File: src/rtl/enemy_pkg.sv
// Shared types and default geometry for the enemy formation controller.
package enemy_pkg;

    typedef enum logic [2:0] {
        IDLE    = 3'd0,
        MARCH   = 3'd1,
        DROP    = 3'd2,
        CLEARED = 3'd3,
        LANDED  = 3'd4
    } state_t;

    localparam int unsigned POS_W               = 10;
    localparam int unsigned DEF_N_ENEMIES       = 8;
    localparam int unsigned DEF_COL_PITCH       = 60;
    localparam int unsigned DEF_ENEMY_W         = 50;
    localparam int unsigned DEF_ENEMY_H         = 50;
    localparam int unsigned DEF_START_X         = 20;
    localparam int unsigned DEF_START_Y         = 40;
    localparam int unsigned DEF_SCREEN_W        = 640;
    localparam int unsigned DEF_BOTTOM_Y        = 400;
    localparam int unsigned DEF_STEP_X          = 4;
    localparam int unsigned DEF_DROP_Y          = 10;
    localparam int unsigned DEF_FRAMES_PER_STEP = 30;
    localparam int unsigned DEF_MIN_FRAMES      = 6;
    localparam int unsigned DEF_SPEEDUP_DEC     = 3;

endpackage

File: src/rtl/frame_tick_sync.sv
// Brings the vsync level into the Clk domain and emits a one-Clk pulse per rising edge.
module frame_tick_sync (
    input  logic Clk,
    input  logic Reset_n,
    input  logic frame_clk,
    output logic frame_tick
);

    logic meta_r;
    logic sync_r;
    logic prev_r;
    logic tick_r;

    // Two-flop synchroniser followed by a registered rising-edge detector.
    always_ff @(posedge Clk or negedge Reset_n) begin
        if (!Reset_n) begin
            meta_r <= 1'b0;
            sync_r <= 1'b0;
            prev_r <= 1'b0;
            tick_r <= 1'b0;
        end else begin
            meta_r <= frame_clk;
            sync_r <= meta_r;
            prev_r <= sync_r;
            tick_r <= sync_r & ~prev_r;
        end
    end

    assign frame_tick = tick_r;

endmodule

File: src/rtl/enemy_formation_ctrl.sv
// Space-invader style formation: marches sideways on frame steps, drops at the edges.
// Optional ENEMY_SPEEDUP_EN shortens the step period as enemies die.
module enemy_formation_ctrl
    import enemy_pkg::*;
#(
    parameter int unsigned N_ENEMIES       = DEF_N_ENEMIES,
    parameter int unsigned COL_PITCH       = DEF_COL_PITCH,
    parameter int unsigned ENEMY_W         = DEF_ENEMY_W,
    parameter int unsigned ENEMY_H         = DEF_ENEMY_H,
    parameter int unsigned START_X         = DEF_START_X,
    parameter int unsigned START_Y         = DEF_START_Y,
    parameter int unsigned SCREEN_W        = DEF_SCREEN_W,
    parameter int unsigned BOTTOM_Y        = DEF_BOTTOM_Y,
    parameter int unsigned STEP_X          = DEF_STEP_X,
    parameter int unsigned DROP_Y          = DEF_DROP_Y,
    parameter int unsigned FRAMES_PER_STEP = DEF_FRAMES_PER_STEP,
    parameter int unsigned MIN_FRAMES      = DEF_MIN_FRAMES,
    parameter int unsigned SPEEDUP_DEC     = DEF_SPEEDUP_DEC
) (
    input  logic                 Clk,
    input  logic                 Reset_n,
    input  logic                 frame_clk,
    input  logic                 start,
    input  logic [N_ENEMIES-1:0] enemy_hit,
    output logic                 enemy_direction_X,
    output logic                 enemy_direction_Y,
    output logic [POS_W-1:0]     formation_x,
    output logic [POS_W-1:0]     formation_y,
    output logic [N_ENEMIES-1:0] alive,
    output logic                 delete_enemies,
    output logic                 cleared,
    output logic                 landed
);

    localparam logic [N_ENEMIES-1:0] ALL_ALIVE = {N_ENEMIES{1'b1}};
    localparam logic [N_ENEMIES-1:0] NONE_ALIVE = {N_ENEMIES{1'b0}};

    state_t               state_r, state_s;
    logic [POS_W-1:0]     x_r, x_s, y_r, y_s;
    logic                 dirx_r, dirx_s, diry_r, diry_s;
    logic [N_ENEMIES-1:0] alive_r, alive_s;
    logic [POS_W-1:0]     cnt_r, cnt_s;
    logic                 del_r, del_s, clr_r, clr_s, lnd_r, lnd_s;
    logic                 frame_tick_s;
    logic [POS_W-1:0]     period_s;
    logic [POS_W-1:0]     lo_s, hi_s, left_s, right_s, drop_y_s;

    frame_tick_sync u_sync (
        .Clk        (Clk),
        .Reset_n    (Reset_n),
        .frame_clk  (frame_clk),
        .frame_tick (frame_tick_s)
    );

`ifdef ENEMY_SPEEDUP_EN
    logic [POS_W-1:0] dead_s, dec_s;

    function automatic logic [POS_W-1:0] popcount(input logic [N_ENEMIES-1:0] v);
        logic [POS_W-1:0] n;
        n = 10'd0;
        for (int i = 0; i < N_ENEMIES; i++) begin
            n = n + {9'd0, v[i]};
        end
        return n;
    endfunction

    // Step period shrinks with each dead enemy, clamped at the floor.
    always_comb begin
        dead_s = popcount(~alive_r);
        dec_s  = dead_s * 10'(SPEEDUP_DEC);
        if (dec_s + 10'(MIN_FRAMES) < 10'(FRAMES_PER_STEP)) begin
            period_s = 10'(FRAMES_PER_STEP) - dec_s;
        end else begin
            period_s = 10'(MIN_FRAMES);
        end
    end
`else
    assign period_s = 10'(FRAMES_PER_STEP);
`endif

    // Outermost live columns set the formation's effective edges.
    always_comb begin
        lo_s = 10'd0;
        hi_s = 10'd0;
        for (int i = N_ENEMIES - 1; i >= 0; i--) begin
            lo_s = alive_r[i] ? 10'(i) : lo_s;
        end
        for (int i = 0; i < N_ENEMIES; i++) begin
            hi_s = alive_r[i] ? 10'(i) : hi_s;
        end
        left_s   = x_r + lo_s * 10'(COL_PITCH);
        right_s  = x_r + hi_s * 10'(COL_PITCH) + 10'(ENEMY_W);
        drop_y_s = y_r + 10'(DROP_Y);
    end

    // Next-state and next-value logic; edge checks use the pre-hit mask.
    always_comb begin
        state_s = state_r;
        x_s     = x_r;
        y_s     = y_r;
        dirx_s  = dirx_r;
        diry_s  = 1'b0;
        alive_s = alive_r;
        cnt_s   = cnt_r;
        case (state_r)
            IDLE: begin
                x_s     = 10'(START_X);
                y_s     = 10'(START_Y);
                alive_s = ALL_ALIVE;
                dirx_s  = 1'b1;
                cnt_s   = 10'd0;
                if (start) begin
                    state_s = MARCH;
                end else begin
                    state_s = IDLE;
                end
            end
            MARCH: begin
                alive_s = alive_r & ~enemy_hit;
                if (alive_s == NONE_ALIVE) begin
                    state_s = CLEARED;
                end else if (frame_tick_s) begin
                    if (cnt_r >= period_s - 10'd1) begin
                        cnt_s = 10'd0;
                        if (dirx_r) begin
                            if (right_s + 10'(STEP_X) <= 10'(SCREEN_W)) begin
                                x_s = x_r + 10'(STEP_X);
                            end else begin
                                state_s = DROP;
                            end
                        end else begin
                            if (left_s >= 10'(STEP_X)) begin
                                x_s = x_r - 10'(STEP_X);
                            end else begin
                                state_s = DROP;
                            end
                        end
                    end else begin
                        cnt_s = cnt_r + 10'd1;
                    end
                end else begin
                    cnt_s = cnt_r;
                end
            end
            DROP: begin
                alive_s = alive_r & ~enemy_hit;
                if (alive_s == NONE_ALIVE) begin
                    state_s = CLEARED;
                end else begin
                    y_s    = drop_y_s;
                    dirx_s = ~dirx_r;
                    diry_s = 1'b1;
                    if (drop_y_s + 10'(ENEMY_H) >= 10'(BOTTOM_Y)) begin
                        state_s = LANDED;
                    end else begin
                        state_s = MARCH;
                    end
                end
            end
            CLEARED, LANDED: begin
                if (start) begin
                    state_s = IDLE;
                end else begin
                    state_s = state_r;
                end
            end
            default: begin
                state_s = IDLE;
            end
        endcase
        clr_s = (state_s == CLEARED);
        lnd_s = (state_s == LANDED);
        del_s = (state_s == IDLE) || (state_s == CLEARED) || (state_s == LANDED);
    end

    // State and registered outputs.
    always_ff @(posedge Clk or negedge Reset_n) begin
        if (!Reset_n) begin
            state_r <= IDLE;
            x_r     <= 10'(START_X);
            y_r     <= 10'(START_Y);
            dirx_r  <= 1'b1;
            diry_r  <= 1'b0;
            alive_r <= ALL_ALIVE;
            cnt_r   <= 10'd0;
            del_r   <= 1'b1;
            clr_r   <= 1'b0;
            lnd_r   <= 1'b0;
        end else begin
            state_r <= state_s;
            x_r     <= x_s;
            y_r     <= y_s;
            dirx_r  <= dirx_s;
            diry_r  <= diry_s;
            alive_r <= alive_s;
            cnt_r   <= cnt_s;
            del_r   <= del_s;
            clr_r   <= clr_s;
            lnd_r   <= lnd_s;
        end
    end

    assign formation_x       = x_r;
    assign formation_y       = y_r;
    assign enemy_direction_X = dirx_r;
    assign enemy_direction_Y = diry_r;
    assign alive             = alive_r;
    assign delete_enemies    = del_r;
    assign cleared           = clr_r;
    assign landed            = lnd_r;

endmodule

File: config.mk
export PLATFORM = sky130hd
export DESIGN_NAME = enemy_formation_ctrl
export DESIGN_NICKNAME = d
export VERILOG_FILES = /design/src/rtl/enemy_pkg.sv /design/src/rtl/frame_tick_sync.sv /design/src/rtl/enemy_formation_ctrl.sv
export SDC_FILE = /design/constraint.sdc
export NUM_CORES = 1
export LEC_CHECK = 0
export CORE_MARGIN = 5
export CORE_UTILIZATION = 30
export CTS_CLUSTER_SIZE = 20
export DETAILED_ROUTE_END_ITERATION = 8
export DONT_BUFFER_PORTS = 1
export GPL_TIMING_DRIVEN = 0
export PLACE_DENSITY = 0.48
export SYNTH_ARGS = -nofsm -noshare
export SYNTH_HDL_FRONTEND = slang
export SYNTH_SLANG_ARGS = --single-unit
File: constraint.sdc
create_clock -name Clk -period 4.9 [get_ports Clk]
set_input_delay 0.735 -clock Clk [delete_from_list [all_inputs] [get_ports Clk]]
set_output_delay 0.735 -clock Clk [all_outputs]
set_load 0.005 [all_outputs]
==> key figures, run 1 <==
Clock network
  • Root Buffer: clkbuf_16
  • CTS tree: yes
  • CTS Buf Count: 5
  • CTS H-Tree Depth: 2
  • Later-pin clock latency in the skew report: 0.29 ns
  • Clk pin slew, worst setup/hold paths: 0.07 ns
  • Post-CTS Hold Buffers: 0
  • Clock Sink Count: 47
  • Worst-case clock buffer depth: 2

Setup path
  • Setup Crit Path Kind: reg2reg
  • Crit path required time: 5.08 ns
  • Worst reg2reg path depth: 18
  • Setup crit start kind: flip-flop
  • CP Max Fanout: 6
  • Crit path arrival time: 4.83 ns
  • Critical Path End Type: flip-flop

Timing
  • Rel. slew slack: 50.6%
  • Clk_skew: 0.00644 ns
  • Achievable frequency: 215 MHz
  • Setup violators final: 0
  • Min Clock Period, post-route: 4.65 ns
  • Final period util: 95.0%
  • Setup TNS: 0 ns
  • Slew Limit Fails: 0
  • Final hold vios: 0
  • Worst hold slack: 0.137 ns
  • Worst-Margin Slew: 0.740 ns

Route
  • Antenna Nets Post-Route: 0
  • Final wirelength: 9150 um
  • Met2 wire length: 4510 um
  • Vias: 3057
  • Drt wl/cell: 15.0 um
  • Met1 wire length: 4090 um
  • DR pass1 iterations: 4
  • WL met3: 429 um
  • DRC Markers: 0
  • Post-DR vias/cell: 5.01
  • Initial DRC count: 105
  • Uppermost layer routed: met4

Final layout
  • Most frequent cells in the layout: nand2_1 (46), ha_1 (43), inv_1 (41)
  • Synthesis-to-finish area growth: 12.6%
  • Net count, final: 500
  • Final non-filler cell total: 610
  • Multi-input logic area: 0.00246 mm^2
  • Share of layout cells above drive strength 1: 13.0%
  • Ant. Diodes: 0
  • Most common cell after layout, fill and taps aside: nand2_1
  • Fillers: 1308
  • Register area: 0.00119 mm^2

Place
  • GPL Wtd Cong: 0.821
  • Placed insts: 597
  • HPWL after detailed placement: 7030 um
  • IO Port Bufs: 0

GRT
  • First-pass GRT wire length: 15200 um
  • GRT overflow: 0
  • Largest net degree at the start of global routing: 48
  • Vias in the first global route: 3096
  • Initial antenna violation count: 0
  • Total GRT Usage: 12.7%

Synthesis
  • Post-Synthesis Cell Area: 0.00382 mm^2
  • Top FF cell, synth: dfrtp_1
  • Post-synth EDFFs: 0
  • Post-synthesis sequential area ratio: 31.3%
  • Async set or reset register ratio after synthesis: 100%
  • Post-Synthesis Cells: 423
  • Yosys reg bits: 47
  • Syn_area_per_cell: 9.02 um^2
  • Warnings from Yosys: 0
  • Distinct cells, synth: 69

Die
  • Core Footprint: 0.0126 mm^2
  • Die Area: 0.0151 mm^2
  • Die height: 123 um
  • Initial Util: 30.4%
  • I/O pins: 45
  • Row count: 41
  • Die width: 123 um

Worst hold path
  • Worst hold path type: in2async

Status
  • Status: finished clean

Job
  • Max-Cap Viols: 0
==> flip-flops by register name, summed over array words and instances (netlist names), 3 cells and up <==
name / count
state_r: 3
formation_x: 8
cnt_r: 10
alive: 8
formation_y: 9
==> cell usage after synthesis, drive strengths merged, types with 5 or more instances <==
master	instances	share of area (%)
nand2	46	4.5
ha	43	14
inv	41	4.0
o21ai	35	4.7
dfrtp	33	22
nor2	20	2.0
nand3	17	2.2
a21oi	16	2.1
dfstp	14	9.6
nor2b	12	2.2
xnor2	12	2.8
nor3	10	1.3
buf	9	1.6
a21o	8	1.8
fa	8	4.2
xor2	7	1.6
a211oi	5	0.98
and3	5	0.85
nand2b	5	0.82
o22ai	5	0.82
o31ai	5	1.3
==> per-layer routing <==
| metal | up-vias | GRT usage, % |
|---|---|---|
| met5 | - | 0 |
| met3 | 8 | 2.81 |
| met1 | 1471 | 15.6 |
| met4 | 0 | 3.92 |
| li1 | 1531 | - |
| met2 | 47 | 22.1 |
==> cell type report <==
type	instances	area share (%)
sequential	47	27.8
buffer	13	1.78
timing repair buffer	5	0.874
inverter	41	3.58
clock buffer	8	3.64
tap	172	5.01
multi-input combinational	324	57.3
==> path summary, 6_finish.rpt <==
| check | start | endpoint | slack (ns) |
|---|---|---|---|
| hold / removal | Reset_n | landed | 0.14 |
| min in group Clk | u_sync.meta_r | u_sync.sync_r | 0.35 |
| max in group asynchronous | Reset_n | formation_x[4] | 4.58 |
| setup reg to reg | alive[1] | formation_x[9] | 0.25 |
| hold reg to reg | u_sync.meta_r | u_sync.sync_r | 0.35 |
| setup / recovery | alive[1] | formation_x[9] | 0.25 |
==> timing repair <==
item,CTS,global route
pin swaps,0,7
setup endpoints to repair,10,10
resized for setup,3,11
setup buffers,0,5
==> metrics by stage <==
step	cell area, um^2	util, %	setup slack [ns]
2_1_floorplan	3820	-	0.502
3_3_place_gp	4040	32.1	-0.144
3_5_place_dp	4040	32.1	-0.209
4_1_cts	4210	33.5	0.0375
5_1_grt	4300	34.2	-0.00698
6_report	4300	34.2	0.247
==> critical path: stages, from the launching register on <==
cell      delay [ns]
dfstp_2         0.62
inv_1           0.08
o21ai_1         0.12
a21oi_1         0.10
o21ai_2         0.20
fa_2            0.49
ha_1            0.25
fa_1            0.41
nor2b_1         0.15
o21ai_0         0.13
nand2b_1        0.08
ha_1            0.28
ha_1            0.23
or3_1           0.39
o211ai_1        0.11
xnor2_1         0.19
o21ai_4         0.14
a311o_1         0.37
a31o_1          0.18
==> cell families (layout without fill, tap and decap cells) <==
kind of cell | Yosys count | after routing | share of synthesized area, %
mux | 2 | 2 | 0.557
xor+xnor | 19 | 19 | 4.36
other cells | 1 | 3 | 0.0982
buf+inv | 54 | 67 | 6.03
simple gates | 135 | 135 | 18.0
compound gates | 114 | 114 | 21.4
flops | 47 | 47 | 31.3
fa+ha+maj | 51 | 51 | 18.3
Power of run 1 is left out: the tool's default activity adds up to more than one toggle a clock period on the data nets, which glitch-free logic cannot reach.
==> inputs of run 2 (changes only) <==
--- a/config.mk
+++ b/config.mk
@@ -10,7 +10,7 @@
 export CTS_CLUSTER_SIZE = 20
 export DETAILED_ROUTE_END_ITERATION = 8
 export DONT_BUFFER_PORTS = 1
-export GPL_TIMING_DRIVEN = 0
+export GPL_TIMING_DRIVEN = 1
 export PLACE_DENSITY = 0.48
 export SYNTH_ARGS = -nofsm -noshare
 export SYNTH_HDL_FRONTEND = slang
==> run 2 against run 1 <==
  * Via count fell by 2.8%
  * Cell count shrank 2.8%
  * Clock skew rose by 0.0021 ns
  * Die area did not move
  * Cell area down 3.7%
  * Register-to-register slack better by 0.05 ns
  * Highest routed layer unchanged
  * Critical path type unchanged
  * First-iteration DRC count up 28%
  * Flip-flop and latch count unchanged
  * Hold slack better by 0.00075 ns
  * Setup slack gained 0.055 ns
  * Count of clock-buffer cells in the layout is the same
==> key figures, run 2 (synthesis gave the netlist of run 1 again) <==
Timing
  • Setup violators final: 0 (unchanged)
  • Slew Limit Fails: 0 (unchanged)
  • Achievable frequency: 217 MHz (+1.2%)
  • Rel. slew slack: 41.6% (-9.0 points)
  • Clk_skew: 0.00852 ns (+0.00208 ns)
  • Min Clock Period, post-route: 4.60 ns (-0.0546 ns)
  • Fin worst setup slack: 0.301 ns (+0.0546 ns)
  • Final hold vios: 0 (unchanged)
  • RSZ-0062 raised after global routing: true
  • Worst-Margin Slew: 0.874 ns (+0.133 ns)
  • Final period util: 93.9% (-1.1 points)

Setup path
  • CP most frequent cell: inv_1
  • Reg2reg start: alive[7]
  • Reg-to-reg slack, setup: 0.30 ns (+0.05 ns)
  • CP Max Fanout: 7 (+1)
  • Critical-path cell list: inv_1 -> o21ai_0 -> a21oi_1 -> nor2_1 -> nor2_1 -> nor2_2 -> inv_1 -> fa_1 -> inv_1 -> ha_1 -> fa_1 -> a21o_1 -> a21o_1 -> ha_1 -> a211oi_2 -> o221ai_1 -> a221oi_1 -> o211ai_2 -> o21ai_2 -> a21o_2 -> a22o_1
  • Max incr delay on CP: 0.57 ns (-0.05 ns)
  • Critical Path End Type: flip-flop
  • Setup Crit Path Kind: reg2reg
  • Critical path's slowest cell: dfstp_2
  • CP startpoint: alive[7]
  • Crit path required time: 5.12 ns (+0.04 ns)
  • Crit path arrival time: 4.82 ns (about the same)
  • Worst reg2reg path depth: 21 (+3)
  • Setup crit start kind: flip-flop

Route
  • Antenna Nets Post-Route: 0 (unchanged)
  • Initial DRC count: 134 (+28%)
  • Drt wl/cell: 15.2 um (+1.6%)
  • DR pass1 iterations: 4 (unchanged)
  • Final wirelength: 9030 um (-1.3%)
  • Vias: 2971 (-2.8%)
  • DRC Markers: 0 (unchanged)
  • Post-DR vias/cell: 5.01 (about the same)

Clock network
  • Clock Sink Count: 47 (unchanged)
  • Later-pin clock latency in the skew report: 0.29 ns (about the same)
  • CTS H-Tree Depth: 2 (unchanged)
  • CTS tree: yes
  • Worst-case clock buffer depth: 2 (unchanged)
  • Clk pin slew, worst setup/hold paths: 0.07 ns (about the same)
  • Post-CTS Setup Bufs: 0 (unchanged)
  • Root Buffer: clkbuf_16
  • CTS Buf Count: 5 (unchanged)

Die
  • Initial Util: 30.4% (unchanged)
  • Row count: 41 (unchanged)
  • Die width: 123 um (unchanged)
  • I/O pins: 45 (unchanged)
  • Die Area: 0.0151 mm^2 (unchanged)
  • Core Footprint: 0.0126 mm^2 (unchanged)
  • Die height: 123 um (unchanged)

Job
  • Max-Cap Viols: 0 (unchanged)

Final layout
  • Largest Register: cnt_r
  • Net count, final: 483 (-3.4%)
  • Most common cell after layout, fill and taps aside: nand2_1
  • Share of layout cells above drive strength 1: 9.26% (-3.8 points)
  • Most frequent cells in the layout: nand2_1 (46), ha_1 (43), inv_1 (41)
  • Multi-input logic area: 0.00241 mm^2 (-2.1%)
  • Ant. Diodes: 0 (unchanged)
  • Synthesis-to-finish area growth: 8.39%
  • Register area: 0.00119 mm^2 (unchanged)
  • Fillers: 1322 (+1.1%)
  • Max reg flops: 10 (unchanged)

GRT
  • Initial antenna violation count: 0 (unchanged)
  • First-pass GRT wire length: 15100 um (-0.59%)
  • Total GRT Usage: 12.6% (-0.096 points)
  • Largest net degree at the start of global routing: 48 (unchanged)
  • GRT overflow: 0 (unchanged)
  • Vias in the first global route: 2911 (-6.0%)

Place
  • Post-Place Worst Slack: 0.152 ns (+0.361 ns)
  • HPWL after detailed placement: 6990 um (-0.56%)
  • GPL Wtd Cong: 0.784 (-4.5%)
  • IO Port Bufs: 0 (unchanged)

Status
  • Status: finished clean

Worst hold path
  • Worst hold path type: in2async
-- run 2: cell count changes in the layout (fill, tap and decap cells not counted), moves of 2 or more --
cell      delta
buf_4        -8
buf_2        -4
nor4_1       +2
clkbuf_1     -4
-- run 2: what timing repair did --
item / CTS / global route
endpoints found under the setup margin: 0 / 10
gates resized for setup: 0 / 4
hold buffers: 0 / 0
endpoints found under the hold margin: 0 / 0
-- run 2: final timing paths --
| kind | endpoint |
|---|---|
| setup / recovery | formation_x[5] |
| hold / removal | cleared |
| setup reg to reg | formation_x[5] |
| hold reg to reg | u_sync.sync_r |
| max in group asynchronous | formation_x[2] |
| min in group Clk | u_sync.sync_r |
-- run 2: cell type report --
| type | count | share of cell area, % |
|---|---|---|
| flip-flops and latches | 47 | 28.8 |
| clock buffers | 8 | 3.78 |
| multi-input cells | 324 | 58.3 |
| well taps | 172 | 5.20 |
| inverters | 41 | 3.72 |
| repair buffers | 1 | 0.181 |
-- run 2: metal layers --
layer | share of wire, % | global-route usage (%) | wire length [um]
met1 | 46 | 16.3 | 4140
met2 | 49 | 21.3 | 4440
met3 | 4.0 | 3.04 | 363
met4 | 0.96 | 2.94 | 87
met5 | 0 | 0 | 0
-- run 2: critical path: cells and delay by family (launching register included) --
kind / cells / cell delay (ns)
buffers and inverters: 3 / 0.24
adders and majority gates: 4 / 1.42
AOI/OAI and AO/OA: 11 / 2.01
DFF: 1 / 0.57
and+or+nand+nor: 3 / 0.29
-- run 2: through the flow --
step                instance area (um^2)  TNS [ns]  hold WS, ns  instances  utilization [%]
floorplan                           3820         0        0.331        425                -
global placement                    3970         0        0.340        585             31.6
detailed placement                  3970         0        0.335        585             31.6
CTS                                 4130         0        0.126        593             32.8
global route                        4140    -0.176        0.119        593             32.9
finish                              4140         0        0.137        593             32.9
Power of run 2 is left out for the same reason.
==> inputs of run 3 (changes only) <==
==> constraint.sdc (replaced) <==
create_clock -name Clk -period 4.88 [get_ports Clk]
set_input_delay 0.732 -clock Clk [delete_from_list [all_inputs] [get_ports Clk]]
set_output_delay 0.732 -clock Clk [all_outputs]
set_load 0.005 [all_outputs]
==> run 3 against run 2 <==
  * Cell area is 0.76% higher
  * Clock skew about the same
  * Global-route usage did not move
  * Non-clock buffer count is 1 higher
  * Critical path depth unchanged
  * Sequential share of layout area down 0.22 points
  * Hold slack got worse by 0.0038 ns
  * Fmax increased by 1.2%
  * Flip-flop and latch count did not move
  * Critical endpoint unchanged
  * Highest routed layer unchanged
==> key figures, run 3 (synthesis gave the netlist of run 1 again) <==
Final layout
  • Synthesis-to-finish area growth: 9.21%
  • Fillers: 1321 (-0.076%)
  • Most frequent cells in the layout: nand2_1 (46), ha_1 (43), inv_1 (41)
  • Max reg flops: 10 (unchanged)
  • Register area: 0.00119 mm^2 (unchanged)
  • Most common cell after layout, fill and taps aside: nand2_1
  • Net count, final: 484 (+0.21%)
  • Largest Register: cnt_r
  • Multi-input logic area: 0.00243 mm^2 (+0.99%)
  • Ant. Diodes: 0 (unchanged)
  • Share of layout cells above drive strength 1: 9.95% (+0.69 points)

GRT
  • Initial antenna violation count: 0 (unchanged)
  • Vias in the first global route: 2911 (unchanged)
  • Largest net degree at the start of global routing: 48 (unchanged)
  • First-pass GRT wire length: 15100 um (unchanged)
  • GRT overflow: 0 (unchanged)
  • Total GRT Usage: 12.6% (unchanged)

Route
  • Initial DRC count: 137 (+2.2%)
  • Drt wl/cell: 15.3 um (+0.31%)
  • DRC Markers: 0 (unchanged)
  • Antenna Nets Post-Route: 0 (unchanged)
  • DR pass1 iterations: 4 (unchanged)
  • Final wirelength: 9070 um (+0.48%)
  • Vias: 2991 (+0.67%)
  • Post-DR vias/cell: 5.04 (+0.50%)

Timing
  • Setup TNS: 0 ns (unchanged)
  • Slew Limit Fails: 0 (unchanged)
  • Rel. slew slack: 40.0% (-1.6 points)
  • Setup violators final: 0 (unchanged)
  • Final period util: 93.1% (-0.71 points)
  • Min Clock Period, post-route: 4.55 ns (-0.0536 ns)
  • Clk_skew: 0.00868 ns (+0.000157 ns)
  • RSZ-0062 raised after global routing: false
  • Worst-Margin Slew: 0.898 ns (+0.0237 ns)
  • Final hold vios: 0 (unchanged)
  • Achievable frequency: 220 MHz (+1.2%)

Setup path
  • Setup Crit Path Kind: reg2reg
  • Critical path's slowest cell: dfstp_2
  • Worst reg2reg path depth: 21 (unchanged)
  • Critical path depth: 21 (unchanged)
  • Setup crit start kind: flip-flop
  • Worst reg2reg path endpoint: formation_x[5]
  • CP most frequent cell: inv_1
  • Worst Path Buf+Inv: 3 (unchanged)
  • Crit path required time: 5.05 ns (-0.07 ns)
  • Reg-to-reg slack, setup: 0.33 ns (+0.03 ns)
  • Critical-path cell list: inv_1 -> o21ai_0 -> a21oi_1 -> nor2_1 -> nor2_1 -> nor2_2 -> inv_1 -> fa_1 -> inv_1 -> ha_1 -> fa_1 -> a21o_1 -> a21o_1 -> ha_1 -> a211oi_2 -> o221ai_1 -> a221oi_2 -> o211ai_2 -> o21ai_4 -> nor2_2 -> a22o_1
  • CP Max Fanout: 6 (-1)
  • Reg2reg start: alive[7]
  • Max incr delay on CP: 0.57 ns (about the same)
  • Critical Path End Type: flip-flop
  • CP delay by family, top: compound AO/OA/AOI/OAI gates
  • Crit path arrival time: 4.72 ns (-0.10 ns)

Die
  • Initial Util: 30.4% (unchanged)
  • Core Footprint: 0.0126 mm^2 (unchanged)
  • Die Area: 0.0151 mm^2 (unchanged)
  • I/O pins: 45 (unchanged)
  • Die height: 123 um (unchanged)
  • Die width: 123 um (unchanged)
  • Row count: 41 (unchanged)

Clock network
  • Clock Sink Count: 47 (unchanged)
  • Clk pin slew, worst setup/hold paths: 0.07 ns (about the same)
  • CTS tree: yes
  • Worst-case clock buffer depth: 2 (unchanged)
  • Post-CTS Hold Buffers: 0 (unchanged)
  • CTS Buf Count: 5 (unchanged)
  • Later-pin clock latency in the skew report: 0.29 ns (about the same)
  • CTS H-Tree Depth: 2 (unchanged)
  • Root Buffer: clkbuf_16

Job
  • Max-Cap Viols: 0 (unchanged)

Place
  • GPL Wtd Cong: 0.784 (unchanged)
  • HPWL after detailed placement: 6990 um (unchanged)
  • IO Port Bufs: 0 (unchanged)

Worst hold path
  • Worst hold path type: in2async

Status
  • Status: finished clean
## run 3: changes by cell type in the layout (fill, tap and decap cells not counted), sizes merged
cell,before,now
buf,1,2
## run 3: repair_timing
| item | 4_1_cts | 5_1_grt |
|---|---|---|
| endpoints found under the setup margin | 0 | 10 |
| resized for setup | 0 | 8 |
| buffers inserted | 0 | 1 |
## run 3: worst max-delay path by stage
stage               startpoint        endpoint  slack [ns]
floorplan             alive[1]  formation_x[9]        0.48
global placement      alive[7]  formation_x[9]        0.25
detailed placement    alive[7]  formation_x[9]        0.13
CTS                   alive[7]  formation_x[9]         0.1
global route          alive[2]  formation_x[9]        0.01
finish                alive[7]  formation_x[5]        0.33
## run 3: cell type report
| cell class | count | area share (%) |
|---|---|---|
| sequential | 47 | 28.6 |
| tap | 172 | 5.16 |
| clock buffer | 8 | 3.75 |
| timing repair buffer | 2 | 0.360 |
| multi-input combinational | 324 | 58.4 |
| inverter | 41 | 3.69 |
## run 3: routing by layer
| metal | global-route usage [%] | vias up | part of all wire, % |
|---|---|---|---|
| met5 | 0 | - | 0 |
| li1 | - | 1493 | - |
| met2 | 21.3 | 42 | 49 |
| met1 | 16.3 | 1448 | 46 |
| met4 | 2.94 | 0 | 0.99 |
| met3 | 3.04 | 8 | 4.2 |
## run 3: per-stage QoR
step	setup WS, ns	util, %	instances	hold slack [ns]	area, um^2
2_1_floorplan	0.482	-	425	0.331	3820
3_3_place_gp	0.247	31.6	585	0.340	3970
3_5_place_dp	0.132	31.6	585	0.335	3970
4_1_cts	0.0971	32.8	593	0.123	4130
5_1_grt	0.0110	33.2	594	0.116	4170
6_report	0.335	33.2	594	0.134	4170
Power of run 3 is left out for the same reason.
